--- config.mk ---
export PLATFORM = sky130hd
export DESIGN_NAME = sfm_tcdm_adapter
export DESIGN_NICKNAME = d
export VERILOG_FILES = /design/src/rtl/sfm_tcdm_adapter.sv
export SDC_FILE = /design/constraint.sdc
export NUM_CORES = 1
export LEC_CHECK = 0
export ABC_AREA = 1
export CORE_AREA = 2 2 285 287
export CTS_CLUSTER_SIZE = 16
export DETAILED_ROUTE_END_ITERATION = 7
export DIE_AREA = 0 0 287 289
export GPL_TIMING_DRIVEN = 1
export PLACE_DENSITY_LB_ADDON = 0.2
export SYNTH_ARGS = -nofsm -noshare
export SYNTH_HDL_FRONTEND = slang
export SYNTH_SLANG_ARGS = --single-unit
--- constraint.sdc ---
create_clock -name clk_i -period 43 [get_ports clk_i]
set_clock_uncertainty 0.2 [all_clocks]
set_input_delay 4.3 -clock clk_i [delete_from_list [all_inputs] [get_ports clk_i]]
set_output_delay 4.3 -clock clk_i [all_outputs]
set_load 0.05 [all_outputs]
--- src/rtl/sfm_tcdm_adapter.sv ---
// ---------------------------------------------------------------------------
// sfm_tcdm_adapter
//
// Splits one wide (MP x 32-bit) memory request into MP independent 32-bit
// TCDM requests and reassembles the narrow read responses into one wide
// response.
//
// Each narrow port keeps its request and payload until it is granted.
// Ports may be granted in any order and on any cycle. Read data from each
// port lands in a small per-port FIFO. A wide response is offered once every
// FIFO holds a word. Read credits bound the number of outstanding wide reads,
// so the FIFOs can never overflow.
//
// Ports
//   clk_i, rst_ni        clock, synchronous active-low reset
//   wide_req_i/gnt_o     wide request handshake
//   wide_add_i           byte base address of the wide access
//   wide_wen_i           1 = read, 0 = write
//   wide_be_i/data_i     wide byte enables / write data (port 0 at LSB)
//   wide_r_data_o        reassembled read data (port 0 at LSB)
//   wide_r_valid_o       read response valid
//   wide_r_ready_i       read response backpressure
//   tcdm_*               MP narrow TCDM ports (req/gnt/add/wen/be/data/r_*)
//   busy_o               issuing or reads still outstanding
//   err_o                sticky: a narrow response arrived unexpectedly
// ---------------------------------------------------------------------------
module sfm_tcdm_adapter #(
  parameter  int unsigned MP     = 4,
  parameter  int unsigned DEPTH  = 2,
  parameter  int unsigned STRIDE = 4,
  localparam int unsigned DW     = MP * 32
) (
  input  logic                 clk_i,
  input  logic                 rst_ni,
  // wide request side
  input  logic                 wide_req_i,
  output logic                 wide_gnt_o,
  input  logic [31:0]          wide_add_i,
  input  logic                 wide_wen_i,
  input  logic [DW/8-1:0]      wide_be_i,
  input  logic [DW-1:0]        wide_data_i,
  // wide response side
  output logic [DW-1:0]        wide_r_data_o,
  output logic                 wide_r_valid_o,
  input  logic                 wide_r_ready_i,
  // narrow TCDM ports
  output logic [MP-1:0]        tcdm_req_o,
  input  logic [MP-1:0]        tcdm_gnt_i,
  output logic [MP-1:0][31:0]  tcdm_add_o,
  output logic [MP-1:0]        tcdm_wen_o,
  output logic [MP-1:0][3:0]   tcdm_be_o,
  output logic [MP-1:0][31:0]  tcdm_data_o,
  input  logic [MP-1:0][31:0]  tcdm_r_data_i,
  input  logic [MP-1:0]        tcdm_r_valid_i,
  // status
  output logic                 busy_o,
  output logic                 err_o
);

  localparam int unsigned CW = $clog2(DEPTH + 1);
  localparam int unsigned PW = (DEPTH > 1) ? $clog2(DEPTH) : 1;

  localparam logic [CW-1:0] DEPTH_C   = CW'(DEPTH);
  localparam logic [CW-1:0] CNT_ONE   = CW'(1);
  localparam logic [PW-1:0] PTR_ONE   = PW'(1);
  localparam logic [PW-1:0] PTR_LAST  = PW'(DEPTH - 1);

  typedef enum logic {IDLE, ISSUE} state_e;

  state_e                      state_q, state_d;
  logic [MP-1:0]               pending_q, pending_d;
  logic [31:0]                 add_q, add_d;
  logic                        wen_q, wen_d;
  logic [DW/8-1:0]             be_q, be_d;
  logic [DW-1:0]               data_q, data_d;
  logic [CW-1:0]               rd_cnt_q, rd_cnt_d;
  logic [MP-1:0][CW-1:0]       exp_q, exp_d;
  logic [MP-1:0][DEPTH-1:0][31:0] mem_q, mem_d;
  logic [MP-1:0][PW-1:0]       rptr_q, rptr_d, wptr_q, wptr_d;
  logic [MP-1:0][CW-1:0]       cnt_q, cnt_d;
  logic                        err_q, err_d;

  logic                        credit, all_done, any_new, pop;
  logic [MP-1:0]               new_pending, rd_grant, push, stray, fifo_nonempty;

  // Accept conditions for the wide side. In ISSUE a new request may only be
  // taken once every remaining pending port is granted in this very cycle.
  always_comb begin : wide_accept
    new_pending = '0;
    for (int i = 0; i < int'(MP); i++) begin
      new_pending[i] = wide_wen_i | (|wide_be_i[i*4 +: 4]);
    end
    any_new  = |new_pending;
    credit   = !wide_wen_i || (rd_cnt_q < DEPTH_C);
    all_done = &(~pending_q | tcdm_gnt_i);
  end

  // FSM state register.
  always_ff @(posedge clk_i) begin : fsm_state
    if (!rst_ni) begin
      state_q <= IDLE;
    end else begin
      state_q <= state_d;
    end
  end

  // FSM next state: stay in ISSUE only while an accepted access still has
  // narrow traffic to send.
  always_comb begin : fsm_next
    state_d = state_q;
    case (state_q)
      IDLE: begin
        if (wide_gnt_o && any_new) state_d = ISSUE;
      end
      ISSUE: begin
        if (all_done) state_d = (wide_gnt_o && any_new) ? ISSUE : IDLE;
      end
      default: state_d = IDLE;
    endcase
  end

  // FSM outputs, held low while reset is asserted.
  always_comb begin : fsm_outputs
    wide_gnt_o = 1'b0;
    busy_o     = 1'b0;
    if (rst_ni) begin
      case (state_q)
        IDLE:    wide_gnt_o = wide_req_i && credit;
        ISSUE:   wide_gnt_o = wide_req_i && credit && all_done;
        default: wide_gnt_o = 1'b0;
      endcase
      busy_o = (state_q == ISSUE) || (rd_cnt_q != '0);
    end
  end

  // Narrow ports are driven purely from the registered access.
  always_comb begin : narrow_drive
    tcdm_req_o  = '0;
    tcdm_wen_o  = '0;
    tcdm_add_o  = '0;
    tcdm_be_o   = '0;
    tcdm_data_o = '0;
    for (int i = 0; i < int'(MP); i++) begin
      tcdm_req_o[i]  = pending_q[i] & rst_ni;
      tcdm_wen_o[i]  = wen_q;
      tcdm_add_o[i]  = add_q + 32'(i * STRIDE);
      tcdm_be_o[i]   = be_q[i*4 +: 4];
      tcdm_data_o[i] = data_q[i*32 +: 32];
    end
  end

  // Response side: FIFO heads form the wide word; all FIFOs pop together.
  always_comb begin : response_status
    fifo_nonempty = '0;
    wide_r_data_o = '0;
    for (int i = 0; i < int'(MP); i++) begin
      fifo_nonempty[i]          = (cnt_q[i] != '0);
      wide_r_data_o[i*32 +: 32] = mem_q[i][rptr_q[i]];
    end
    wide_r_valid_o = rst_ni & (&fifo_nonempty);
    pop            = wide_r_valid_o & wide_r_ready_i;
  end

  // Datapath next values: access capture, pending mask, read credits,
  // per-port expected-response counters and response FIFOs.
  always_comb begin : datapath_next
    add_d     = add_q;
    wen_d     = wen_q;
    be_d      = be_q;
    data_d    = data_q;
    pending_d = pending_q & ~tcdm_gnt_i;
    rd_cnt_d  = rd_cnt_q;
    exp_d     = exp_q;
    mem_d     = mem_q;
    rptr_d    = rptr_q;
    wptr_d    = wptr_q;
    cnt_d     = cnt_q;
    rd_grant  = '0;
    push      = '0;
    stray     = '0;

    if (wide_gnt_o) begin
      add_d     = wide_add_i;
      wen_d     = wide_wen_i;
      be_d      = wide_be_i;
      data_d    = wide_data_i;
      pending_d = new_pending;
    end

    case ({wide_gnt_o && wide_wen_i, pop})
      2'b10:   rd_cnt_d = rd_cnt_q + CNT_ONE;
      2'b01:   rd_cnt_d = rd_cnt_q - CNT_ONE;
      default: rd_cnt_d = rd_cnt_q;
    endcase

    for (int i = 0; i < int'(MP); i++) begin
      rd_grant[i] = tcdm_req_o[i] & tcdm_gnt_i[i] & wen_q;
      // A response in the same cycle as its grant is still expected.
      push[i]     = tcdm_r_valid_i[i] & ((exp_q[i] != '0) | rd_grant[i]);
      stray[i]    = tcdm_r_valid_i[i] & ~push[i];

      case ({rd_grant[i], push[i]})
        2'b10:   exp_d[i] = exp_q[i] + CNT_ONE;
        2'b01:   exp_d[i] = exp_q[i] - CNT_ONE;
        default: exp_d[i] = exp_q[i];
      endcase

      if (push[i]) begin
        mem_d[i][wptr_q[i]] = tcdm_r_data_i[i];
        wptr_d[i] = (wptr_q[i] == PTR_LAST) ? '0 : wptr_q[i] + PTR_ONE;
      end
      if (pop) begin
        rptr_d[i] = (rptr_q[i] == PTR_LAST) ? '0 : rptr_q[i] + PTR_ONE;
      end

      case ({push[i], pop})
        2'b10:   cnt_d[i] = cnt_q[i] + CNT_ONE;
        2'b01:   cnt_d[i] = cnt_q[i] - CNT_ONE;
        default: cnt_d[i] = cnt_q[i];
      endcase
    end

    err_d = err_q | (|stray);
  end

  // Control registers with reset.
  always_ff @(posedge clk_i) begin : control_regs
    if (!rst_ni) begin
      pending_q <= '0;
      rd_cnt_q  <= '0;
      exp_q     <= '0;
      rptr_q    <= '0;
      wptr_q    <= '0;
      cnt_q     <= '0;
      err_q     <= 1'b0;
    end else begin
      pending_q <= pending_d;
      rd_cnt_q  <= rd_cnt_d;
      exp_q     <= exp_d;
      rptr_q    <= rptr_d;
      wptr_q    <= wptr_d;
      cnt_q     <= cnt_d;
      err_q     <= err_d;
    end
  end

  // Payload and FIFO storage need no reset; validity lives in the counters.
  always_ff @(posedge clk_i) begin : payload_regs
    add_q  <= add_d;
    wen_q  <= wen_d;
    be_q   <= be_d;
    data_q <= data_d;
    mem_q  <= mem_d;
  end

  assign err_o = err_q;

endmodule

# Word level (Yosys, flattened, before mapping)
# Cells that the tools add are included.
# W data, S select, Z words.
dict set report totals {
  rom_bits 0
  mem_count 0
  wordCells 213
  reg_bits 465
  in_bits 317
  output_inout_bits 412
  latchBits 0
  ram_bits 0
}
dict set report op_classes {
  bitwise 40
  order_cmp 13
  multipliers 0
  n_reduce_logical 37
  muxes 44
  div 0
  eq_ne 18
  n_shift 0
  n_addsub 29
}
# op n
set ops {}
lappend ops {{$mux W32} 12}
lappend ops {{$bwmux W64} 4}
lappend ops {{$demux W32 S1} 4}
lappend ops {{$add A32 B4 Y32 const B} 2}
lappend ops {{$pmux W2 S2} 9}
lappend ops {{$reduce_bool A2 Y1} 18}
lappend ops {{$add A32 B3 Y32 const B} 1}
lappend ops {{$reduce_or A4 Y1} 6}
lappend ops {{$and A1 B1 Y1} 22}
lappend ops {{$add A2 B1 Y2 const B} 9}
lappend ops {{$eq A2 B1 Y1 const B} 9}
lappend ops {{$eq A2 B2 Y1 const B} 9}
lappend ops {{$sub A2 B1 Y2 const B} 9}
lappend ops {{$lt A1 B2 Y1 const B} 8}
lappend ops {{$mux W1} 12}
lappend ops {{$or A1 B1 Y1} 9}
lappend ops {{$add A1 B1 Y1 const B} 8}
lappend ops {{$logic_and A1 B1 Y1} 8}
lappend ops {{$not A4 Y4} 2}
lappend ops {{$reduce_and A4 Y1} 2}
lappend ops {{$not A1 Y1} 5}
lappend ops {{$and A4 B4 Y4} 1}
lappend ops {{$ge A1 B1 Y1 const B} 4}
lappend ops {{$mux W4} 1}
lappend ops {{other kinds (5)} 7}

# Longest topological paths before layout
# Gate-level depths: netlist of the first run.
dict set report logic_depth {
  depth_word 10
  depth_mapped 12
  depth_no_buf 12
}

# Least setup slack after synthesis of the first run
# Ideal clock, no wire load.
dict set report synth_timing {
  kind {input port to output port}
  from {input port rst_ni}
  to {output port wide_gnt_o}
  path_stages 4
  arrival_time_ns 17.643
  n_path_buf 2
  setup_slack_ns 20.857
  required_ns 38.500
  path_cell_list {buf_2 inv_2 buf_2 nor3_1}
}
dict set report synth_via {
  elab_chain_len 1
}
# element line_no
set synth_lines {}
lappend synth_lines {{from (decl)} 34} ;# input logic rst_ni,
lappend synth_lines {{$mux W1} 126} ;# if (rst_ni) begin
lappend synth_lines {{to (decl)} 37} ;# output logic wide_gnt_o,
# No other way between the ends.

# Worst setup path in the final report of the first run
# Same ends and word-level chain as after synthesis.

==> results.py, run 1 <==
metrics = {
    "global_route": {
        "antenna_found_initial": 9,
        "grtUsageTotal": 0.143,
        "grt_pass1_vias": 13100,
        "grt.overflow.total": 0,
        "grt_pass1_wl_mm": 86.9,
        "grt_max_degree": 78,
    },
    "placed_design": {
        "dpl_cell_area_mm2": 0.0268,
        "gp_congestion": 0.854,
        "port_buffers": 728,
        "pre_cts_ws_ns": 31.28,
        "dp_hpwl_mm": 47.4,
        "dp.cells": 2983,
    },
    "routing": {
        "wl_per_cell_um": 20.1,
        "drt_iter0_drc": 589,
        "drtPass1Iterations": 4,
        "ant_nets": 0,
        "via_per_inst": 4.05,
        "vias": 12500,
        "drc": 0,
        "routed_wl_mm": 62.2,
    },
    "outcome": {
        "status": "finished, final reports clean",
    },
    "logic_synthesis": {
        "synthXorXnorAreaFrac": 0.0272,
        "ys_seq_area_frac": 0.744,
        "synth_warnings": 0,
        "yosys.area_share.adder": 0.00887,
        "postSynthAreaPerCell_um2": 15.0,
        "synthMuxAreaShare": 0.0786,
        "yosysTopAreaCell": "edfxtp_1",
        "synth_most_common_cell": "edfxtp_1",
        "yosys_register_bits": 465,
        "synth_top_family_by_area": "simple AND/OR/NAND/NOR gates",
        "synth_fp_nets": 1553,
        "synth_top_area_share": 0.709,
        "synth_area_mm2": 0.0183,
        "async_reset_ff_frac": 0,
        "postSynth.topFlopCell": "edfxtp_1",
        "yosys-top-cells-area": "edfxtp_1 71%, mux2_2 7.9%, nand2_1 3.8%, dfxtp_1 3.5%, xor2_1 2.4%",
        "synth-simple-area-share": 0.103,
        "synth_edf_count": 433,
        "syn_inst": 1223,
        "synth_compound_area_frac": 0.00792,
        "ys_types": 28,
        "ys_top_cells_by_count": "433 x edfxtp_1, 188 x nand2_1, 128 x mux2_2",
    },
    "clock_network": {
        "cts.sink_count": 465,
        "htree_levels": 2,
        "cts_tree": "built",
        "cts_resized": 0,
        "cts_hold_buf": 0,
        "clk_pin_slew_worst_paths_ns": 0.06,
        "clockBufferDepth": 3,
        "cts_root_buffer": "clkbuf_16",
        "insertion_delay_ns": 0.61,
        "cts_setup_buffers": 0,
        "cts-buffers-inserted": 53,
    },
    "die": {
        "boundaryPins": 729,
        "start_util": 0.229,
        "chipWidth_um": 287,
        "die_h_um": 289,
        "core_area_mm2": 0.0799,
        "die-area_mm2": 0.0829,
        "rows": 104,
    },
    "layout": {
        "drive_above_1_share": 0.142,
        "postLayoutCellArea_mm2": 0.0286,
        "nNetsFinal": 2308,
        "stdcell_count": 3086,
        "areaGrowthSynthToFinish_pct": 55.9,
    },
    "critical_path": {
        "critical_path_class": "in2out",
        "cp.required_ns": 38.50,
        "critPathSlowestCell": "clkdlybuf4s50_1",
        "cp_max_fo": 34,
        "cp_slowest_stage_delay_ns": 1.16,
        "crit_path_end_kind": "output pin",
        "critPathArrivalTime_ns": 7.15,
        "path_cells": "clkdlybuf4s50_1 -> buf_4 -> inv_2 -> nor3_2 -> buf_4 -> clkdlybuf4s50_1",
        "start_kind": "input port",
    },
    "power": {
        "p_per_area_mw_per_mm2": 39.1,
        "peakVddDrop_v": 0.0000343,
        "p_leak_nw": 9.98,
    },
    "sta": {
        "setup_ws_ns": 31.35,
        "setup_viol": 0,
        "holdWs_ns": 0.262,
        "worst_pin_slew_ns": 1.10,
        "hold_viol": 0,
        "fin_tns_setup_ns": 0,
        "fin_crit_sh": 0.271,
        "drv_slew": 0,
        "fin_crit_ns": 11.65,
        "maxSlewHeadroom": 0.268,
        "max_freq_mhz": 85.9,
        "rsz0062_at_grt": "no",
    },
    "worst_hold_path": {
        "hp-class": "reg2reg",
    },
    "job": {
        "max_cap_violations": 0,
    },
}
[critical path: cells and delay by family]
family	cells	cell delay [ns]
buf+inv	5	2.57
simple gates	1	0.23
[placed cells by master, fill, tap and decap left out]
cell             synthesis  layout
a21oi_1                 17      17
nand4_2                  1       1
dfxtp_1                 32      30
inv_2                   10      10
bufinv_16                0       6
clkbuf_16                0      53
mux2_2                 128     128
nor3_2                   3       4
o21ai_1                  3       3
clkinv_2                 0       6
clkbuf_1                 4      15
nand4_1                  1       1
nor2_2                  15      19
xnor2_1                  6       6
clkinv_8                 0       1
inv_6                    0       1
nor2_1                  93      85
o21ai_0                  9       9
dfxtp_2                  0       2
clkinv_16                0       1
nand2_2                 17      17
clkdlybuf4s50_1          0     728
diode_2                  0       4
inv_1                   70      70
xor2_1                  51      51
nand3_1                 55      55
nor3_4                   3       3
and3_1                   6       6
nand2_1                188     188
clkinv_1                 0      12
clkinvlp_4               0       2
nor2_4                  13      17
buf_4                   20      13
nand3_2                  1       1
clkinv_4                 0       2
ha_1                    13      13
edfxtp_1               433     433
nor3_1                  14      13
[per-layer routing]
layer  share of wire  vias up  global-route usage  wire (um)
met5          0.0011        -                   0         67
met1            0.35     6097               0.148      22000
met3           0.085      103              0.0530       5250
met2            0.53      426               0.262      33000
met4           0.030       10              0.0542       1880
li1                -     5851                   -          -
[registers in the layout, indices dropped and copies added (netlist names)]
signal / cells
exp_q: 8
wptr_q: 4
add_q: 32
wen_q: 1
pending_q: 4
err_o: 1
rd_cnt_q: 2
mem_q: 256
rptr_q: 4
state_q: 1
tcdm_be_o: 16
tcdm_data_o: 128
cnt_q: 8
[final timing paths]
kind                startpoint          to  slack [ns]  cells after the start
setup / recovery        rst_ni  wide_gnt_o       31.35                      6
hold / removal        cnt_q[3]    cnt_q[3]        0.26                      2
setup reg to reg  pending_q[0]   add_q[26]       39.24                      8
hold reg to reg       cnt_q[3]    cnt_q[3]        0.26                      2
[through the flow]
step                       util  power, mW
final                     0.358       1.12
after floorplan               -      0.606
after detailed placement  0.336      0.676
after CTS                 0.358       1.14
after global placement    0.336      0.675
after global routing      0.358       1.16
[cell families (layout without fill, tap and decap cells)]
family / Yosys count / in the layout
DFF: 465 / 465
muxes: 128 / 128
adders and majority gates: 13 / 13
buffers and inverters: 121 / 920
AOI/OAI and AO/OA: 29 / 29
and+or+nand+nor: 410 / 410
xor gates and xnor gates: 57 / 57
other: 0 / 4
[power by group]
group | switching (mW) | leakage, nW | internal, mW
logic | 0.0900 | 4.93 | 0.0574
clock network | 0.187 | 0.829 | 0.264
registers | 0.00699 | 4.22 | 0.511
total | 0.284 | 9.98 | 0.832
[area by class of cell]
type | instances | area, um2
fill | 7769 | 51300
sequential | 465 | 13600
timing repair buffer | 741 | 7380
multi-input combinational | 637 | 4190
clock buffer | 68 | 1380
tap | 1060 | 1330
clock inverter | 31 | 343
inverter | 80 | 300
antenna | 4 | 10.0
Power figures use the tool's default switching activity.
==> run 2: changes to the inputs <==
- CORE_AREA: 2 2 285 287 -> 2 2 286 288
- DIE_AREA: 0 0 287 289 -> 0 0 288 290
- clock period: 43 -> 10.72 ns (I/O delays scaled with it)
==> run 2 against run 1 <==
Compared with the run above:
- sequential share of layout area is 0.29 points lower
- via count about the same
- die area grew 0.70%
- first-iteration DRC count decreased by 8.3%
- critical endpoint unchanged
- highest routed layer unchanged
==> results.py, run 2 (synthesis gave the netlist of run 1 again) <==
metrics = {
    "critical_path": {
        "critPathArrivalTime_ns": 3.35,
        "critical_path_class": "in2out",
        "endpoint": "wide_gnt_o",
        "worstReg2RegStart": "pending_q[2]",
        "crit_path_end_kind": "output pin",
        "r2r_cells": 8,
        "start_kind": "input port",
        "cp.required_ns": 9.45,
        "startpoint": "rst_ni",
        "r2r-end": "add_q[11]",
        "cp_max_fo": 22,
        "ff2ff_setup_slack_ns": 7.88,
    },
    "routing": {
        "drt_iter0_drc": 540,
        "vias": 12500,
        "via_per_inst": 4.05,
        "wl_per_cell_um": 20.5,
        "routed_wl_mm": 63.0,
        "ant_nets": 0,
        "drc": 0,
        "drtPass1Iterations": 5,
    },
    "clock_network": {
        "cts_tree": "built",
        "cts_root_buffer": "clkbuf_16",
        "clk_pin_slew_worst_paths_ns": 0.06,
        "cts_setup_buffers": 0,
        "cts_hold_buf": 0,
        "htree_levels": 2,
        "cts.sink_count": 465,
        "cts-buffers-inserted": 55,
        "cts_resized": 0,
        "clockBufferDepth": 3,
        "insertion_delay_ns": 0.65,
    },
    "global_route": {
        "met1_usage": 0.157,
        "top_usage_layer": "met2",
        "grt_pass1_wl_mm": 89.1,
        "grt.met3_usage": 0.0421,
        "met2_usage": 0.272,
        "antenna_found_initial": 8,
        "grt_pass1_vias": 13000,
        "grt.overflow.total": 0,
        "grtUsageTotal": 0.146,
        "grt_max_degree": 160,
    },
    "layout": {
        "areaGrowthSynthToFinish_pct": 56.8,
        "drive_above_1_share": 0.145,
        "nNetsFinal": 2309,
        "layout_common_cells": "728 x clkdlybuf4s50_1, 433 x edfxtp_1, 188 x nand2_1",
        "largest_reg_flops": 256,
        "layout_commonest_cell": "clkdlybuf4s50_1",
        "largest-register": "mem_q",
    },
    "sta": {
        "max_freq_mhz": 217,
        "fin_crit_sh": 0.431,
        "worst_pin_slew_ns": 1.12,
        "setup_viol": 0,
        "maxSlewHeadroom": 0.256,
        "fin_crit_ns": 4.62,
        "rsz0062_at_grt": "no",
        "drv_slew": 0,
        "hold_viol": 0,
        "fin_tns_setup_ns": 0,
        "holdWs_ns": 0.268,
    },
    "job": {
        "max_cap_violations": 0,
    },
    "die": {
        "core_area_mm2": 0.0802,
        "boundaryPins": 729,
        "die_h_um": 290,
        "chipWidth_um": 288,
        "start_util": 0.229,
        "rows": 104,
        "die-area_mm2": 0.0835,
    },
    "power": {
        "peakVddDrop_v": 0.000116,
        "p_leak_nw": 10.1,
        "p_per_area_mw_per_mm2": 161,
    },
    "outcome": {
        "status": "finished, final reports clean",
    },
    "placed_design": {
        "gp_congestion": 0.857,
        "dp_hpwl_mm": 48.1,
        "port_buffers": 728,
    },
    "worst_hold_path": {
        "hp-class": "reg2reg",
        "min_from": "cnt_q[1]",
    },
}
[run 2: changes by cell type in the layout (fill, tap and decap cells not counted), sizes merged]
cell / change
clkinvlp: -2
bufinv: +4
clkinv: -1
diode: -3
clkbuf: -2
buf: -1
[run 2: routing by layer]
layer | vias to the layer above | routed length (um)
li1 | 5842 | -
met1 | 6145 | 23200
met5 | - | 72
met4 | 12 | 1530
met3 | 86 | 4450
met2 | 407 | 33800
[run 2: worst min path at each step]
stage	cells past startpoint	endpoint	slack [ns]
floorplan	2	cnt_q[1]	0.24
global placement	2	cnt_q[3]	0.25
detailed placement	2	cnt_q[1]	0.26
CTS	2	cnt_q[1]	0.27
global route	2	cnt_q[3]	0.31
finish	2	cnt_q[1]	0.27
[run 2: power by group]
part	total, mW	switching [mW]	internal [mW]	leakage, nW
clock network	1.96	0.769	1.19	0.922
logic	0.593	0.362	0.231	4.93
registers	2.08	0.0284	2.05	4.22
[run 2: stage by stage]
step	worst slack [ns]	util	std cells	cell area (um2)	power [mW]
final	6.10	0.359	3081	28800	4.63
after global routing	5.96	0.359	3080	28800	4.79
after CTS	6.04	0.359	3080	28800	4.70
after detailed placement	6.04	0.335	2982	26900	2.71
after global placement	6.06	0.335	2982	26900	2.71
after floorplan	0.407	-	1223	18300	2.42
[run 2: worst max-delay path, cell delays in order]
cell             delay, ns
clkdlybuf4s50_1       0.45
buf_4                 0.27
inv_2                 0.25
nor3_4                0.22
buf_4                 0.22
clkdlybuf4s50_1       0.83
[run 2: area by class of cell]
cell class              instances  area (um2)
inverters                      80         300
clock buffers                  66        1420
fillers                      7799       51400
clock inverters                32         480
diodes                          1        2.50
well taps                    1060        1330
repair buffers                740        7390
multi-input cells             637        4190
flip-flops and latches        465       13600
==> run 3: changes to the inputs <==
- clock period: 10.72 -> 4.6 ns (I/O delays scaled with it)
==> run 3 against run 2 <==
Compared with the run above:
- first-iteration DRC count is 5.0% lower
- utilization hardly changed
- largest power group unchanged
- cell area hardly changed
- critical path type is now reg2out
==> results.py, run 3 (synthesis gave the netlist of run 1 again) <==
metrics = {
    "sta": {
        "max_freq_mhz": 248,
        "setup_viol": 0,
        "holdWs_ns": 0.191,
        "setup_ws_ns": 0.571,
        "hold_viol": 0,
        "worst_pin_slew_ns": 0.893,
        "maxSlewHeadroom": 0.405,
        "fin_crit_sh": 0.876,
        "rsz0062_at_grt": "no",
        "fin_crit_ns": 4.03,
        "drv_slew": 0,
    },
    "critical_path": {
        "worstReg2RegStart": "wen_q",
        "cp_slowest_stage_delay_ns": 0.82,
        "cp.required_ns": 3.94,
        "critPathArrivalTime_ns": 3.37,
        "r2r_cells": 5,
        "critical_path_class": "reg2out",
        "path_cells": "inv_1 -> ha_1 -> nor2_2 -> nand2_2 -> nor2_4 -> nand2_1 -> xor2_1 -> clkdlybuf4s50_1",
        "cp_max_fo": 7,
        "critPathSlowestCell": "clkdlybuf4s50_1",
        "crit_path_end_kind": "output pin",
        "ff2ff_setup_slack_ns": 2.16,
        "start_kind": "flop",
        "r2r-end": "mem_q[245]",
    },
    "layout": {
        "layout_common_cells": "727 x clkdlybuf4s50_1, 433 x edfxtp_1, 186 x nand2_1",
        "stdcell_count": 3093,
        "nNetsFinal": 2318,
        "areaGrowthSynthToFinish_pct": 56.8,
        "largest-register": "mem_q",
        "layout_commonest_cell": "clkdlybuf4s50_1",
        "largest_reg_flops": 256,
        "drive_above_1_share": 0.152,
    },
    "power": {
        "p_per_area_mw_per_mm2": 367,
        "p_leak_nw": 10.1,
        "peakVddDrop_v": 0.000261,
    },
    "die": {
        "die-area_mm2": 0.0835,
        "start_util": 0.229,
        "chipWidth_um": 288,
        "core_area_mm2": 0.0802,
        "die_h_um": 290,
        "rows": 104,
        "boundaryPins": 729,
    },
    "global_route": {
        "grtUsageTotal": 0.145,
        "grt_pass1_vias": 13200,
        "grt_max_degree": 79,
        "grt.overflow.total": 0,
        "grt_pass1_wl_mm": 90.0,
        "antenna_found_initial": 6,
    },
    "clock_network": {
        "clk_pin_slew_worst_paths_ns": 0.06,
        "cts_resized": 0,
        "cts_hold_buf": 0,
        "cts_setup_buffers": 0,
        "cts_tree": "built",
        "htree_levels": 2,
        "cts_root_buffer": "clkbuf_16",
        "cts-buffers-inserted": 55,
        "cts.sink_count": 465,
        "clockBufferDepth": 3,
        "insertion_delay_ns": 0.62,
    },
    "routing": {
        "drc": 0,
        "drtPass1Iterations": 5,
        "wl_per_cell_um": 20.3,
        "routed_wl_mm": 62.9,
        "ant_nets": 0,
        "vias": 12500,
        "drt_iter0_drc": 513,
        "via_per_inst": 4.05,
    },
    "job": {
        "max_cap_violations": 0,
    },
    "worst_hold_path": {
        "min_from": "wide_data_i[18]",
        "hp-class": "in2reg",
        "worstHoldPathCells": 1,
        "holdPathEnd": "tcdm_data_o[18]",
    },
    "placed_design": {
        "gp_congestion": 0.862,
        "dp_hpwl_mm": 48.7,
        "dp.cells": 2991,
        "port_buffers": 728,
        "pre_cts_ws_ns": 1.10,
    },
    "outcome": {
        "status": "finished, final reports clean",
    },
}
==> run 3: cell types whose count changed in the layout (fill, tap and decap cells not counted), sizes merged <==
cell / delta
clkbuf: -4
clkinv: +4
diode: +2
inv: +1
buf: +10
bufinv: -4
clkdlybuf4s50: -1
clkinvlp: +4
==> run 3: area by class of cell <==
| type | instances | area [um2] |
|---|---|---|
| fillers | 7821 | 51400 |
| clock buffers | 62 | 1400 |
| repair buffers | 749 | 7470 |
| inverters | 80 | 303 |
| clock inverters | 37 | 397 |
| diodes | 3 | 7.51 |
| flip-flops and latches | 465 | 13600 |
| well taps | 1060 | 1330 |
| multi-input cells | 637 | 4200 |
==> run 3: worst max-delay path: cells and delay by family (launching register included) <==
kind                     cells  cell delay, ns
XOR/XNOR                     1            0.14
adder cells (fa/ha/maj)      1            0.31
buffers and inverters        2            1.07
flip-flops                   1            0.58
AND/OR/NAND/NOR              4            0.66
==> run 3: routing by layer <==
| metal | GRT usage | routed length, um |
|---|---|---|
| met5 | 0 | 44 |
| met4 | 0.0401 | 1340 |
| met3 | 0.0438 | 4600 |
| met2 | 0.277 | 34400 |
| met1 | 0.152 | 22500 |
==> run 3: worst max path at each step <==
stage | from | endpoint | slack (ns) | cells past startpoint
after global routing | add_q[2] | tcdm_add_o[118] | 0.40 | 8
after CTS | add_q[2] | tcdm_add_o[118] | 0.52 | 8
after detailed placement | rst_ni | wide_r_valid_o | 1.10 | 6
after global placement | rst_ni | wide_r_valid_o | 1.09 | 6
final | add_q[2] | tcdm_add_o[114] | 0.57 | 8
after floorplan | rst_ni | rd_cnt_q[1] | -1.96 | 10
==> run 3: where the power goes <==
group | switching (mW) | internal (mW) | total [mW]
Combinational | 0.844 | 0.544 | 1.39
Clock | 1.79 | 2.53 | 4.33
Sequential | 0.0635 | 4.77 | 4.83
==> run 3: stage by stage <==
| step | total power [mW] | util | cell area [um2] | TNS (ns) |
|---|---|---|---|---|
| global route | 10.9 | 0.359 | 28700 | 0 |
| finish | 10.6 | 0.359 | 28700 | 0 |
| CTS | 10.7 | 0.359 | 28700 | 0 |
| detailed placement | 6.32 | 0.336 | 26900 | 0 |
| global placement | 6.31 | 0.336 | 26900 | 0 |
| floorplan | 5.65 | - | 18400 | -243.40 |
